## config.mk

```make
export PLATFORM = sky130hd
export DESIGN_NAME = hard_mem_1rw_req_ctrl
export DESIGN_NICKNAME = d
export VERILOG_FILES = /design/src/rtl/hard_mem_1rw_req_ctrl_pkg.sv /design/src/rtl/hard_mem_1rw_req_ctrl_resp_fifo.sv /design/src/rtl/hard_mem_1rw_req_ctrl.sv
export SDC_FILE = /design/constraint.sdc
export NUM_CORES = 1
export LEC_CHECK = 0
export CAP_MARGIN = 30
export CORE_ASPECT_RATIO = 1.75
export CORE_MARGIN = 2
export CORE_UTILIZATION = 48
export CTS_BUF_LIST = sky130_fd_sc_hd__clkbuf_8
export DETAILED_ROUTE_END_ITERATION = 16
export GPL_TIMING_DRIVEN = 0
export PLACE_DENSITY = 0.87
export RECOVER_POWER = 25
export REMOVE_ABC_BUFFERS = 1
export SETUP_SLACK_MARGIN = 0.5
export SYNTH_ARGS = -nofsm -noshare
export SYNTH_HDL_FRONTEND = slang
export SYNTH_SLANG_ARGS = --single-unit
```

## constraint.sdc

```tcl
create_clock -name clk_i -period 3.65 [get_ports clk_i]
set_input_delay 0.73 -clock clk_i [delete_from_list [all_inputs] [get_ports clk_i]]
set_output_delay 0.73 -clock clk_i [all_outputs]
set_load 0.01 [all_outputs]
```

## src/rtl/hard_mem_1rw_req_ctrl_pkg.sv

```systemverilog
// Shared definitions for the 1RW hard-SRAM request controller.
//   ctrl_state_e : controller state (zero-fill sweep, then live operation)
//   BYTE_WIDTH   : width of one SRAM byte lane / macro
package hard_mem_1rw_req_ctrl_pkg;

    typedef enum logic [0:0] {
        ST_INIT = 1'b0,
        ST_RUN  = 1'b1
    } ctrl_state_e;

    localparam int BYTE_WIDTH = 8;

endpackage

```

## src/rtl/hard_mem_1rw_req_ctrl_resp_fifo.sv

```systemverilog
// Read-response FIFO for the 1RW SRAM request controller.
// Ports:
//   clk_i, reset_n_i : clock, asynchronous active-low reset
//   v_i, data_i      : push strobe and data (SRAM read data)
//   v_o, data_o      : head valid and head data (zero while empty)
//   yumi_i           : consumer pops the head (ignored while empty)
//   count_o          : current occupancy, used by the controller's credit logic
// A push on a full FIFO is only legal together with a pop; the controller's
// credit accounting guarantees this.
module hard_mem_resp_fifo #(
    parameter int DEPTH_P  = 2,
    parameter int WIDTH_P  = 32,
    parameter int CNT_W_P  = $clog2(DEPTH_P + 1)
) (
    input  logic               clk_i,
    input  logic               reset_n_i,
    input  logic               v_i,
    input  logic [WIDTH_P-1:0] data_i,
    output logic               v_o,
    output logic [WIDTH_P-1:0] data_o,
    input  logic               yumi_i,
    output logic [CNT_W_P-1:0] count_o
);

    localparam int PTR_W = (DEPTH_P > 1) ? $clog2(DEPTH_P) : 1;

    logic [WIDTH_P-1:0] mem_r [DEPTH_P];
    logic [PTR_W-1:0]   wr_ptr_r;
    logic [PTR_W-1:0]   rd_ptr_r;
    logic [CNT_W_P-1:0] count_r;
    logic               push_s;
    logic               pop_s;

    // Pointers wrap explicitly so non-power-of-two depths work.
    function automatic logic [PTR_W-1:0] ptr_inc(input logic [PTR_W-1:0] p);
        if (p == PTR_W'(DEPTH_P - 1)) begin
            return {PTR_W{1'b0}};
        end else begin
            return p + PTR_W'(1);
        end
    endfunction

    // Push/pop qualification.
    always_comb begin
        push_s = v_i;
        pop_s  = yumi_i & (count_r != {CNT_W_P{1'b0}});
    end

    // Entry storage, cleared on reset so no stale response survives.
    always_ff @(posedge clk_i or negedge reset_n_i) begin
        if (!reset_n_i) begin
            for (int i = 0; i < DEPTH_P; i++) begin
                mem_r[i] <= {WIDTH_P{1'b0}};
            end
        end else if (push_s) begin
            mem_r[wr_ptr_r] <= data_i;
        end
    end

    // Read/write pointers and occupancy.
    always_ff @(posedge clk_i or negedge reset_n_i) begin
        if (!reset_n_i) begin
            wr_ptr_r <= {PTR_W{1'b0}};
            rd_ptr_r <= {PTR_W{1'b0}};
            count_r  <= {CNT_W_P{1'b0}};
        end else begin
            if (push_s) begin
                wr_ptr_r <= ptr_inc(wr_ptr_r);
            end
            if (pop_s) begin
                rd_ptr_r <= ptr_inc(rd_ptr_r);
            end
            case ({push_s, pop_s})
                2'b10:   count_r <= count_r + CNT_W_P'(1);
                2'b01:   count_r <= count_r - CNT_W_P'(1);
                default: count_r <= count_r;
            endcase
        end
    end

    // Head presentation; data reads as zero while empty.
    always_comb begin
        v_o     = (count_r != {CNT_W_P{1'b0}});
        count_o = count_r;
        if (v_o) begin
            data_o = mem_r[rd_ptr_r];
        end else begin
            data_o = {WIDTH_P{1'b0}};
        end
    end

endmodule

```

## src/rtl/hard_mem_1rw_req_ctrl.sv

```systemverilog
// Request-side controller for a byte-masked 1RW hard SRAM.
// Ports:
//   clk_i, reset_n_i        : clock, asynchronous active-low reset
//   v_i/w_i/addr_i/data_i/mask_i/ready_o : core request (valid/ready)
//   v_o/data_o/yumi_i       : read response (valid/yumi), in request order
//   init_done_o             : zero-fill complete, controller live
//   mem_v_n_o/mem_w_n_o     : SRAM select / write enable, active low
//   mem_addr_o/mem_data_o/mem_mask_o/mem_data_i : SRAM address, data, lane mask
// Requests are issued to the SRAM combinationally in the handshake cycle; read
// data returns one cycle later and is captured into a small response FIFO.
module hard_mem_1rw_req_ctrl
    import hard_mem_1rw_req_ctrl_pkg::*;
#(
    parameter int ADDR_WIDTH_P = 10,
    parameter int DATA_WIDTH_P = 32,
    parameter int MASK_WIDTH_P = DATA_WIDTH_P / BYTE_WIDTH,
    parameter int RESP_DEPTH_P = 2,
    parameter int INIT_ZERO_P  = 1
) (
    input  logic                    clk_i,
    input  logic                    reset_n_i,
    input  logic                    v_i,
    input  logic                    w_i,
    input  logic [ADDR_WIDTH_P-1:0] addr_i,
    input  logic [DATA_WIDTH_P-1:0] data_i,
    input  logic [MASK_WIDTH_P-1:0] mask_i,
    output logic                    ready_o,
    output logic                    v_o,
    output logic [DATA_WIDTH_P-1:0] data_o,
    input  logic                    yumi_i,
    output logic                    init_done_o,
    output logic                    mem_v_n_o,
    output logic                    mem_w_n_o,
    output logic [ADDR_WIDTH_P-1:0] mem_addr_o,
    output logic [DATA_WIDTH_P-1:0] mem_data_o,
    output logic [MASK_WIDTH_P-1:0] mem_mask_o,
    input  logic [DATA_WIDTH_P-1:0] mem_data_i
);

    localparam int DEPTH  = 1 << ADDR_WIDTH_P;
    localparam int INIT_W = ADDR_WIDTH_P + 1;
    localparam int CNT_W  = $clog2(RESP_DEPTH_P + 1);
    localparam ctrl_state_e RESET_STATE = (INIT_ZERO_P != 0) ? ST_INIT : ST_RUN;

    ctrl_state_e       state_r;
    ctrl_state_e       state_n_s;
    logic [INIT_W-1:0] init_cnt_r;
    logic              rd_pend_r;
    logic [CNT_W-1:0]  fifo_count_s;
    logic [CNT_W:0]    occ_s;
    logic              issue_s;
    logic              fifo_yumi_s;

    // Controller state register.
    always_ff @(posedge clk_i or negedge reset_n_i) begin
        if (!reset_n_i) begin
            state_r <= RESET_STATE;
        end else begin
            state_r <= state_n_s;
        end
    end

    // Next state: leave the sweep once the last word has been written.
    always_comb begin
        state_n_s = state_r;
        case (state_r)
            ST_INIT: begin
                if (init_cnt_r == INIT_W'(DEPTH - 1)) begin
                    state_n_s = ST_RUN;
                end else begin
                    state_n_s = ST_INIT;
                end
            end
            ST_RUN:  state_n_s = ST_RUN;
            default: state_n_s = ST_INIT;
        endcase
    end

    // Zero-fill sweep address counter.
    always_ff @(posedge clk_i or negedge reset_n_i) begin
        if (!reset_n_i) begin
            init_cnt_r <= {INIT_W{1'b0}};
        end else if (state_r == ST_INIT) begin
            init_cnt_r <= init_cnt_r + INIT_W'(1);
        end
    end

    // Credit check: entries held plus the read in flight, less a pop happening
    // now, must leave room for one more response. Writes are gated too so the
    // ready path never depends on w_i.
    always_comb begin
        fifo_yumi_s = yumi_i & v_o;
        occ_s       = (CNT_W + 1)'(fifo_count_s) + (CNT_W + 1)'(rd_pend_r)
                    - (CNT_W + 1)'(fifo_yumi_s);
        if (reset_n_i && (state_r == ST_RUN)) begin
            ready_o = (occ_s < (CNT_W + 1)'(RESP_DEPTH_P));
        end else begin
            ready_o = 1'b0;
        end
        issue_s     = v_i & ready_o;
        init_done_o = (state_r == ST_RUN);
    end

    // A read issued this cycle has its data on mem_data_i next cycle.
    always_ff @(posedge clk_i or negedge reset_n_i) begin
        if (!reset_n_i) begin
            rd_pend_r <= 1'b0;
        end else begin
            rd_pend_r <= issue_s & ~w_i;
        end
    end

    // SRAM port mux: idle during reset, sweep writes during INIT, core
    // requests during RUN.
    always_comb begin
        mem_v_n_o  = 1'b1;
        mem_w_n_o  = 1'b1;
        mem_addr_o = {ADDR_WIDTH_P{1'b0}};
        mem_data_o = {DATA_WIDTH_P{1'b0}};
        mem_mask_o = {MASK_WIDTH_P{1'b0}};
        if (!reset_n_i) begin
            mem_v_n_o = 1'b1;
        end else begin
            case (state_r)
                ST_INIT: begin
                    mem_v_n_o  = 1'b0;
                    mem_w_n_o  = 1'b0;
                    mem_addr_o = init_cnt_r[ADDR_WIDTH_P-1:0];
                    mem_data_o = {DATA_WIDTH_P{1'b0}};
                    mem_mask_o = {MASK_WIDTH_P{1'b1}};
                end
                ST_RUN: begin
                    mem_v_n_o  = ~issue_s;
                    mem_w_n_o  = ~w_i;
                    mem_addr_o = addr_i;
                    mem_data_o = data_i;
                    if (w_i) begin
                        mem_mask_o = mask_i;
                    end else begin
                        mem_mask_o = {MASK_WIDTH_P{1'b0}};
                    end
                end
                default: begin
                    mem_v_n_o = 1'b1;
                end
            endcase
        end
    end

    hard_mem_resp_fifo #(
        .DEPTH_P (RESP_DEPTH_P),
        .WIDTH_P (DATA_WIDTH_P),
        .CNT_W_P (CNT_W)
    ) u_resp_fifo (
        .clk_i     (clk_i),
        .reset_n_i (reset_n_i),
        .v_i       (rd_pend_r),
        .data_i    (mem_data_i),
        .v_o       (v_o),
        .data_o    (data_o),
        .yumi_i    (fifo_yumi_s),
        .count_o   (fifo_count_s)
    );

endmodule
```

Word-level counts from Yosys, hierarchy flattened

Cells that the tools add are included.

Memories kept: 0
Memory bits (writable): 0
Bits in registers: 81
Bits of input ports: 83
Logic and storage cells: 59
ROM bits: 0
Bits in latches: 0

Eq/ne operators: 3
Order comparisons: 4
$mul: 0
Mux-type cells: 24
Reductions and logical operators: 4
Bitwise gates (word level): 9
Div/mod/pow operators: 0
Shift operators: 0
Add/sub/neg operators: 7

Operators by type and width:

| operator                | number |
|---|---|
| $mux W32                | 6 |
| $bwmux W64              | 1 |
| $pmux W32 S2            | 1 |
| $demux W32 S1           | 1 |
| $pmux W10 S2            | 1 |
| $add A11 B1 Y11 const B | 1 |
| $eq A11 B10 Y1 const B  | 1 |
| $mux W10                | 1 |
| $mux W4                 | 2 |
| $pmux W4 S2             | 1 |
| $mux W1                 | 6 |
| $pmux W1 S2             | 3 |
| $and A1 B1 Y1           | 4 |
| $ge A2 B2 Y1 const B    | 2 |
| $not A1 Y2              | 2 |
| $pmux W2 S2             | 1 |
| $reduce_bool A2 Y1      | 2 |
| $add A2 B1 Y3           | 1 |
| $lt A3 B2 Y1 const B    | 1 |
| $not A1 Y1              | 3 |
| $sub A3 B1 Y3           | 1 |
| $add A1 B1 Y1 const B   | 2 |
| $add A2 B1 Y2 const B   | 1 |
| $eq A2 B1 Y1 const B    | 1 |
| 4 further kinds         | 5 |

Depth between registers and ports, before layout

Gate-level depths: netlist of the first run.

Depth after elaboration: 9
Gate-level depth with buffers: 9
Gate-level depth less buffers: 9

Modules after synthesis

Synthesis of the first run repeated with hierarchy kept, for this count alone.

Cell total of the unflattened synthesis: 346
Area, all modules: 4,136.5 um^2

Modules (own cells, without submodules):

| module                | area each (um^2) | cells an instance | seq. area each (um^2) | times used |
|---|---|---|---|---|
| hard_mem_resp_fifo    | 3,031.7          | 222               | 1,701.6               | 1 |
| hard_mem_1rw_req_ctrl | 1,104.8          | 124               | 325.3                 | 1 |

Worst setup path before layout of the first run

Ideal clock, no wire load.

Kind: reg2out
Start point: register u_resp_fifo.count_r[1] (netlist: u_resp_fifo.count_o[1])
End point: output mem_v_n_o
Buffers on the path: 0
Setup slack: 0.661 ns
Cell stages (with the launch flop): 10
Required time: 2.920 ns
Data arrival time: 2.259 ns
Cell sequence: dfrtp_1 nor2_2 inv_1 and2_1 ha_1 nand2b_1 fa_1 xnor2_1 and3_1 o21ai_0

Cells in the longest elaborated chain, start to end: 9
Elaborated cells between the ends (all ways): 10
Classes of those cells: add/sub (2); order compare (1); mux (3); bitwise (3); reduce/logical (1)

RTL lines:

| what                   | line                                  | RTL |
|---|---|---|
| from (decl)            | hard_mem_1rw_req_ctrl_resp_fifo.sv:30 | `logic [CNT_W_P-1:0] count_r;` |
| from (signal assigned) | hard_mem_1rw_req_ctrl_resp_fifo.sv:65 | `count_r <= {CNT_W_P{1'b0}};` |
| from (signal assigned) | hard_mem_1rw_req_ctrl_resp_fifo.sv:74 | `2'b10: count_r <= count_r + CNT_W_P'(1);` |
| from (signal assigned) | hard_mem_1rw_req_ctrl_resp_fifo.sv:75 | `2'b01: count_r <= count_r - CNT_W_P'(1);` |
| $reduce_bool A2 Y1     | hard_mem_1rw_req_ctrl_resp_fifo.sv:83 | `v_o = (count_r != {CNT_W_P{1'b0}});` |
| named net v_o          | hard_mem_1rw_req_ctrl.sv:28           | `output logic v_o,` |
| $and A1 B1 Y1          | hard_mem_1rw_req_ctrl.sv:92           | `fifo_yumi_s = yumi_i & v_o;` |
| $sub A3 B1 Y3          | hard_mem_1rw_req_ctrl.sv:94           | `- (CNT_W + 1)'(fifo_yumi_s);` |
| $lt A3 B2 Y1           | hard_mem_1rw_req_ctrl.sv:96           | `ready_o = (occ_s < (CNT_W + 1)'(RESP_DEPTH_P));` |
| $mux W1                | hard_mem_1rw_req_ctrl.sv:95           | `if (reset_n_i && (state_r == ST_RUN)) begin` |
| $and A1 B1 Y1          | hard_mem_1rw_req_ctrl.sv:100          | `issue_s = v_i & ready_o;` |
| $not A1 Y1             | hard_mem_1rw_req_ctrl.sv:133          | `mem_v_n_o = ~issue_s;` |
| $pmux W1 S2            | hard_mem_1rw_req_ctrl.sv:124          | `case (state_r)` |
| $mux W1                | hard_mem_1rw_req_ctrl.sv:121          | `if (!reset_n_i) begin` |
| to (decl)              | hard_mem_1rw_req_ctrl.sv:32           | `output logic mem_v_n_o,` |

The timed path passes the listed nets, and every way through them passes these cells.

Worst setup path after layout of the first run

Start point: register u_resp_fifo.count_r[1] (netlist: u_resp_fifo.count_o[1])
End point: output mem_v_n_o

Cells in the longest elaborated chain, start to end: 9
Elaborated cells between the ends (all ways): 10
Classes of those cells: add/sub (2); order compare (1); mux (3); bitwise (3); reduce/logical (1)

RTL lines:

| what                                                                  | line |
|---|---|
| parallel branches: the longest is 2 deep, another holds $add A2 B1 Y3 | - |
| $sub A3 B1 Y3 (*)                                                     | hard_mem_1rw_req_ctrl.sv:94 |
| $lt A3 B2 Y1 (*)                                                      | hard_mem_1rw_req_ctrl.sv:96 |
| $mux W1 (*)                                                           | hard_mem_1rw_req_ctrl.sv:95 |
| $and A1 B1 Y1 (*)                                                     | hard_mem_1rw_req_ctrl.sv:100 |
| $not A1 Y1 (*)                                                        | hard_mem_1rw_req_ctrl.sv:133 |
| $pmux W1 S2 (*)                                                       | hard_mem_1rw_req_ctrl.sv:124 |
| $mux W1 (*)                                                           | hard_mem_1rw_req_ctrl.sv:121 |

Every way passes the cells marked *.

==> flow_metrics.py, run 1 <==
metrics = {
    "layout": {
        "drive_gt1_share_pct": 20.16,
        "fillCellCount": 616,
        "syn_to_final_growth_pct": 48.18,
        "antenna_cells": 0,
        "fin_util_pct": 73.53,
        "final_nets": 595,
    },
    "route": {
        "drt_iter0_markers": 137,
        "first_pass_iters": 4,
        "vias": 3161,
        "via_per_inst": 5.050,
        "wire_per_inst_um": 16.30,
        "routed_wl_mm": 10.20,
        "drc_errors": 0,
        "detail-route-antenna-nets": 0,
    },
    "floorplanning": {
        "initial_utilization_pct": 49.63,
        "die_x_um": 74.31,
        "die_area_um2": 9441,
        "ios": 166,
        "row_count": 44,
        "die_h_um": 127.0,
        "core_um2": 8368,
    },
    "place": {
        "dp_hpwl_mm": 7.291,
        "finalWeightedCongestion": 0.7569,
        "port_buffers": 165,
    },
    "hold_path": {
        "hp-class": "in -> async",
    },
    "global_routing": {
        "grt_max_degree": 72,
        "grt_pass1_wl_mm": 16.11,
        "grt.total_usage_pct": 22.16,
        "grt_pass1_vias": 3330,
        "globalRoute.totalOverflow": 0,
        "antenna_found_initial": 0,
    },
    "power_and_ir_drop": {
        "leakage_uw": 0.002836,
        "peakVddDrop_v": 0.0002468,
        "power_density_nw_per_um2": 412.4,
    },
    "sta": {
        "slew_viol_final": 0,
        "clock.fmax_ghz": 0.3216,
        "clock_skew_ns": 0.006355,
        "min_period_ns": 3.110,
        "setup_viol": 0,
        "rsz0062_at_grt": "true",
        "worst_pin_slew_ns": 0.9878,
        "finalCritPeriodShare_pct": 85.20,
        "fin_setup_tns_ns": 0,
        "report.final.hold_viol_count": 0,
        "maxSlewHeadroom_pct": 33.99,
    },
    "worst_setup_path": {
        "endpoint_kind": "output pin",
        "crit_path_start_kind": "flop",
        "r2r-start": "u_resp_fifo.count_o[1]",
        "regToRegSetupSlack_ns": 1.56,
        "worstPathMaxFanout": 2,
        "worstPathArrival_ns": 2.38,
        "reg2reg_to": "rd_pend_r",
        "r2r_cells": 9,
        "critPathKind": "reg -> out",
        "required_ns": 2.92,
    },
    "logic_synthesis": {
        "synth.top_cell.area_share_pct": 48.81,
        "syn_area_um2": 4153,
        "synth.largest_area_cell": "dfrtp_1",
        "ys_types": 33,
        "ys_ff_latch": 81,
        "yosys_warnings": 0,
        "synth_area_leaders": "dfrtp_1 (49%), mux2_2 (18%), mux2i_1 (9.6%), and3_1 (5.0%), nor2_1 (3.0%)",
        "seq_area_frac_synth_pct": 48.81,
        "avgSynthCellArea_um2": 12.00,
        "postSynthCellCount": 346,
    },
    "clocking": {
        "clock_latency_ns": 0.34,
        "htree_levels": 3,
        "cts_sinks": 81,
        "cts_tree": "yes",
        "clk_pin_slew_ns": 0.07,
        "cts.path.max_buffers": 2,
        "clockRootBuffer": "clkbuf_8",
        "cts_made_buffers": 9,
        "cts_hold_repair.buffers": 0,
    },
    "run_status": {
        "outcome": "completed",
    },
    "run": {
        "drv_cap": 0,
    },
}
## area by class of cell
type	instances	area, um2	area share, %
sequential	81	2034	33.06
multi-input combinational	234	1992	32.37
clock inverter	5	20.02	0.3253
timing repair buffer	174	1809	29.40
inverter	8	30.03	0.4880
tap	115	143.9	2.338
clock buffer	9	123.9	2.013
## worst max-delay path: stages, from the launching register on
cell,delay (ns)
dfrtp_2,0.43
nor2_4,0.13
inv_1,0.06
and2_4,0.17
ha_4,0.25
nand2b_4,0.11
fa_2,0.43
and3_1,0.19
o21ai_1,0.13
buf_2,0.15
## layer usage
layer	global-route usage, %	part of all wire [%]	up-vias
li1	-	-	1511
met1	25.69	38	1553
met2	38.92	55	80
met3	4.732	4.3	17
met4	8.718	2.3	0
met5	0	0	-
## worst max path at each step
stage	start	endpoint	slack, ns	depth (start not counted)
after CTS	u_resp_fifo.count_o[1]	mem_v_n_o	0.45	9
after detailed placement	u_resp_fifo.count_o[1]	mem_v_n_o	-0.36	10
after global placement	reset_n_i	mem_mask_o[0]	-3.03	4
after global routing	u_resp_fifo.count_o[1]	mem_v_n_o	0.41	10
final	u_resp_fifo.count_o[1]	mem_v_n_o	0.54	9
after floorplan	u_resp_fifo.count_o[1]	mem_v_n_o	0.01	9
## registers in the layout, summed over array words and instances, names as in the netlist
name	flops
rd_pend_r	1
u_resp_fifo.wr_ptr_r	1
u_resp_fifo.mem_r	64
u_resp_fifo.count_o	2
init_done_o	1
u_resp_fifo.rd_ptr_r	1
init_cnt_r	11
## synth_stat cells
library cell and count:
o21ai_0 1, fa_1 1, xnor2_1 7, buf_2 5, nand2b_1 2, inv_1 8
nand3_1 4, nor2_1 33, nor2_4 1, ha_1 3, mux2i_1 40, nand2_1 6
and2_1 1, xor2_1 9, nor2_2 1, nor4_2 2, and3b_1 1, and4_1 1
buf_6 5, and4bb_2 1, a21oi_1 5, nand4_4 1, nor2b_1 10, o41ai_1 1
buf_4 3, a21boi_0 1, mux2_2 65, clkbuf_1 10, o21ai_1 1, nor4b_2 1
nor3_1 2, and3_1 33, dfrtp_1 81
## kinds of logic after synthesis
logic type               after synthesis  share of synthesized area, %
flip-flops                            81                         48.81
buffers and inverters                 31                         4.128
XOR/XNOR                              16                         3.375
multiplexers                         105                         27.27
AND/OR/NAND/NOR                      100                         13.80
adder cells (fa/ha/maj)                4                         1.386
AO/OA/AOI/OAI                          9                         1.235
## report_power, final
group / internal, uW / switching (uW) / leakage, uW / total [uW]
registers: 936 / 72.4 / 0.00103 / 1010
clock network: 229 / 286 / 0.0000899 / 515
logic: 594 / 421 / 0.00172 / 1010
total: 1760 / 779 / 0.00284 / 2540
## repair_timing
action                                  4_1_cts  5_1_grt
pin swaps                                     6        3
endpoints found under the hold margin         0        0
endpoints found under the setup margin        7       32
gates resized for setup                      18        2
setup buffers                                 2        3
gates cloned                                  0        0
## layout by cell type (no fill, tap or decap), types with 5 or more instances in the layout
cell	Yosys	routed
a21oi_1	5	5
and3_1	33	33
buf_16	0	5
clkbuf_8	0	9
clkdlybuf4s50_1	0	161
dfrtp_1	81	77
inv_1	8	12
mux2_2	65	65
mux2i_1	40	40
nand2_1	6	6
nor2_1	33	33
nor2b_1	10	10
xnor2_1	7	6
xor2_1	9	9
## metrics by stage
stage               std cells  area, um2  total power (uW)  hold WS (ns)  worst slack [ns]
floorplan                 323       4011              1435        0.4344           0.01034
global placement          603       5807              1904        0.4550            -3.034
detailed placement        607       5917              1974        0.4642           -0.3623
CTS                       623       6106              2540        0.4041            0.4517
global route              626       6153              2670        0.3222            0.4117
finish                    626       6153              2538        0.3054            0.5401
Power figures use the tool's default switching activity.
==> run 2, diff against run 1 <==
--- a/config.mk
+++ b/config.mk
@@ -5,6 +5,7 @@
 export SDC_FILE = /design/constraint.sdc
 export NUM_CORES = 1
 export LEC_CHECK = 0
+export ABC_CLOCK_PERIOD_IN_PS = 3650
 export CAP_MARGIN = 30
 export CORE_ASPECT_RATIO = 1.75
 export CORE_MARGIN = 2
==> results of run 2 <==
The final DEF is identical to that of run 1; final timing and power are the same.
==> run 3, diff against run 2 <==
--- a/config.mk
+++ b/config.mk
@@ -9,11 +9,11 @@
 export CAP_MARGIN = 30
 export CORE_ASPECT_RATIO = 1.75
 export CORE_MARGIN = 2
-export CORE_UTILIZATION = 48
+export CORE_UTILIZATION = 45
 export CTS_BUF_LIST = sky130_fd_sc_hd__clkbuf_8
 export DETAILED_ROUTE_END_ITERATION = 16
 export GPL_TIMING_DRIVEN = 0
-export PLACE_DENSITY = 0.87
+export PLACE_DENSITY = 0.83
 export RECOVER_POWER = 25
 export REMOVE_ABC_BUFFERS = 1
 export SETUP_SLACK_MARGIN = 0.5
==> run 3 against run 2 <==
Net effect: the flow now finishes with violations (capacitance limit, slew limit); setup slack got worse by 0.0030 ns; worst hold slack worse by 0.040 ns; sequential share of layout area fell by 0.067 points; die area is 6.4% higher; largest power group is now combinational cells.
==> flow_metrics.py, run 3 (synthesized netlist as in run 1, its figures left out) <==
metrics = {
    "layout": {
        "final_common_cell": "clkdlybuf4s50_1",
        "antenna_cells": 0,
        "top_register": "u_resp_fifo.mem_r",
        "final_nets": 595,
        "largest_register_ffs": 64,
        "syn_to_final_growth_pct": 48.48,
        "most-common-layout-cells": "clkdlybuf4s50_1 (161), dfrtp_1 (77), mux2_2 (65)",
        "final_cell_area_um2": 6166,
        "drive_gt1_share_pct": 21.44,
    },
    "clocking": {
        "cts_hold_repair.buffers": 0,
        "cts.path.max_buffers": 2,
        "cts_sinks": 81,
        "cts_made_buffers": 9,
        "clock_latency_ns": 0.36,
        "htree_levels": 3,
        "clockRootBuffer": "clkbuf_8",
        "clk_pin_slew_ns": 0.08,
        "cts_tree": "yes",
    },
    "sta": {
        "worst_pin_slew_ns": 2.024,
        "report.final.hold_viol_count": 0,
        "clock_skew_ns": 0.007528,
        "rsz0062_at_grt": "true",
        "maxSlewHeadroom_pct": -34.97,
        "slew_viol_final": 40,
        "setup_slack_ns": 0.5371,
        "finalCritPeriodShare_pct": 85.28,
        "setup_viol": 0,
        "clock.fmax_ghz": 0.3212,
        "min_period_ns": 3.113,
        "fin_setup_tns_ns": 0,
    },
    "power_and_ir_drop": {
        "power_switching_uw": 819.9,
        "power.internal_uw": 1833,
        "seqPwrFrac_pct": 37.8,
        "clkPwrFrac_pct": 24.2,
        "leakage_uw": 0.002822,
        "peakVddDrop_v": 0.0002368,
        "power_density_nw_per_um2": 430.3,
        "p_comb_share_pct": 38.0,
        "switching_share_pct": 30.90,
    },
    "floorplanning": {
        "initial_utilization_pct": 45.96,
        "row_count": 46,
        "core_um2": 9036,
        "ios": 166,
        "die_h_um": 131.1,
        "die_x_um": 76.62,
        "die_area_um2": 10040,
    },
    "place": {
        "postPlaceCellArea_um2": 5868,
        "pre_cts_ws_ns": -0.4312,
        "finalWeightedCongestion": 0.7716,
        "port_buffers": 165,
        "dp_hpwl_mm": 7.087,
    },
    "global_routing": {
        "grt_use_met2_pct": 39.25,
        "grt_pass1_vias": 3350,
        "grt.met3_usage_pct": 5.000,
        "busiest_layer": "met2",
        "globalRoute.totalOverflow": 0,
        "grt_pass1_wl_mm": 16.36,
        "grt.total_usage_pct": 21.06,
        "antenna_found_initial": 0,
        "met1_usage_pct": 22.05,
        "grt_max_degree": 59,
    },
    "worst_setup_path": {
        "regToRegSetupSlack_ns": 1.58,
        "slowest_stage": "fa_2",
        "required_ns": 2.92,
        "crit_path_start_kind": "primary input",
        "endpoint_kind": "output pin",
        "worstPathArrival_ns": 2.38,
        "critPathKind": "in -> out",
        "max_stage_delay_ns": 0.54,
        "worstPathMaxFanout": 2,
        "path_cells": "dlygate4sd2_1 -> and2_4 -> ha_4 -> nand2b_4 -> fa_2 -> and3_4 -> o21ai_1 -> buf_2",
    },
    "run_status": {
        "violations": "capacitance limit, slew limit",
        "outcome": "finished with violations",
    },
    "route": {
        "via_per_inst": 5.084,
        "drc_errors": 0,
        "first_pass_iters": 4,
        "wire_per_inst_um": 16.61,
        "vias": 3218,
        "drt_iter0_markers": 114,
        "routed_wl_mm": 10.51,
        "detail-route-antenna-nets": 0,
    },
    "run": {
        "drv_cap": 1,
    },
    "hold_path": {
        "hp-class": "in -> async",
    },
}
==> run 3: cell count changes in the layout (fill, tap and decap cells not counted), sizes merged <==
cell,previous run,this run
clkinvlp,0,1
nor2,35,36
clkbuf,9,11
clkinv,1,4
inv,12,8
buf,12,10
bufinv,0,1
==> run 3: final timing paths <==
check | startpoint | to | depth (start not counted)
worst max-delay path | yumi_i | mem_v_n_o | 8
worst max register to register | u_resp_fifo.count_o[1] | rd_pend_r | 9
worst min-delay path | reset_n_i | u_resp_fifo.mem_r[38] | 1
max in group asynchronous | reset_n_i | u_resp_fifo.mem_r[55] | 2
min in group clk_i | init_cnt_r[10] | init_cnt_r[10] | 1
worst min register to register | init_cnt_r[10] | init_cnt_r[10] | 1
==> run 3: what timing repair did <==
action / in CTS / in global routing
cloned: 2 / 0
pin swaps: 6 / 2
resized for setup: 19 / 1
setup endpoints to repair: 7 / 7
setup buffers: 4 / 1
==> run 3: layout make-up <==
| class | instances | area, um2 |
|---|---|---|
| Clock buffer | 10 | 137.6 |
| Multi-Input combinational cell | 235 | 2006 |
| Clock inverter | 6 | 57.56 |
| Timing Repair Buffer | 173 | 1750 |
| Sequential cell | 81 | 2034 |
| Tap cell | 120 | 150.1 |
| Inverter | 8 | 30.03 |
| Fill cell | 712 | 2870 |
==> run 3: metrics by stage <==
| stage | total power (uW) | hold WS [ns] | std cells | util [%] |
|---|---|---|---|---|
| final | 2653 | 0.2655 | 633 | 68.24 |
| after global routing | 2809 | 0.2683 | 633 | 68.24 |
| after floorplan | 1435 | 0.4344 | 323 | - |
| after detailed placement | 1935 | 0.4604 | 610 | 64.94 |
| after CTS | 2679 | 0.2530 | 632 | 68.19 |
| after global placement | 1908 | 0.4555 | 608 | 64.33 |
==> run 3: power by group through the flow <==
stage / sequential, uW / clock [uW] / combinational (uW)
after CTS: 1000 / 662 / 1010
final: 1000 / 643 / 1010
after detailed placement: 1030 / 0 / 902
after global routing: 1010 / 709 / 1090
after floorplan: 1040 / 0 / 392
after global placement: 1080 / 0 / 833
==> run 3: metal layers <==
layer,up-vias,routed length [um]
li1,1523,-
met1,1574,3898
met2,102,5841
met3,19,507
met4,0,265
met5,-,0
==> run 3: critical path, delay by kind of cell <==
kind | cells | cell delay (ns)
AOI/OAI and AO/OA | 1 | 0.05
adders and majority gates | 2 | 0.75
and+or+nand+nor | 3 | 0.48
buffers and inverters | 2 | 0.37
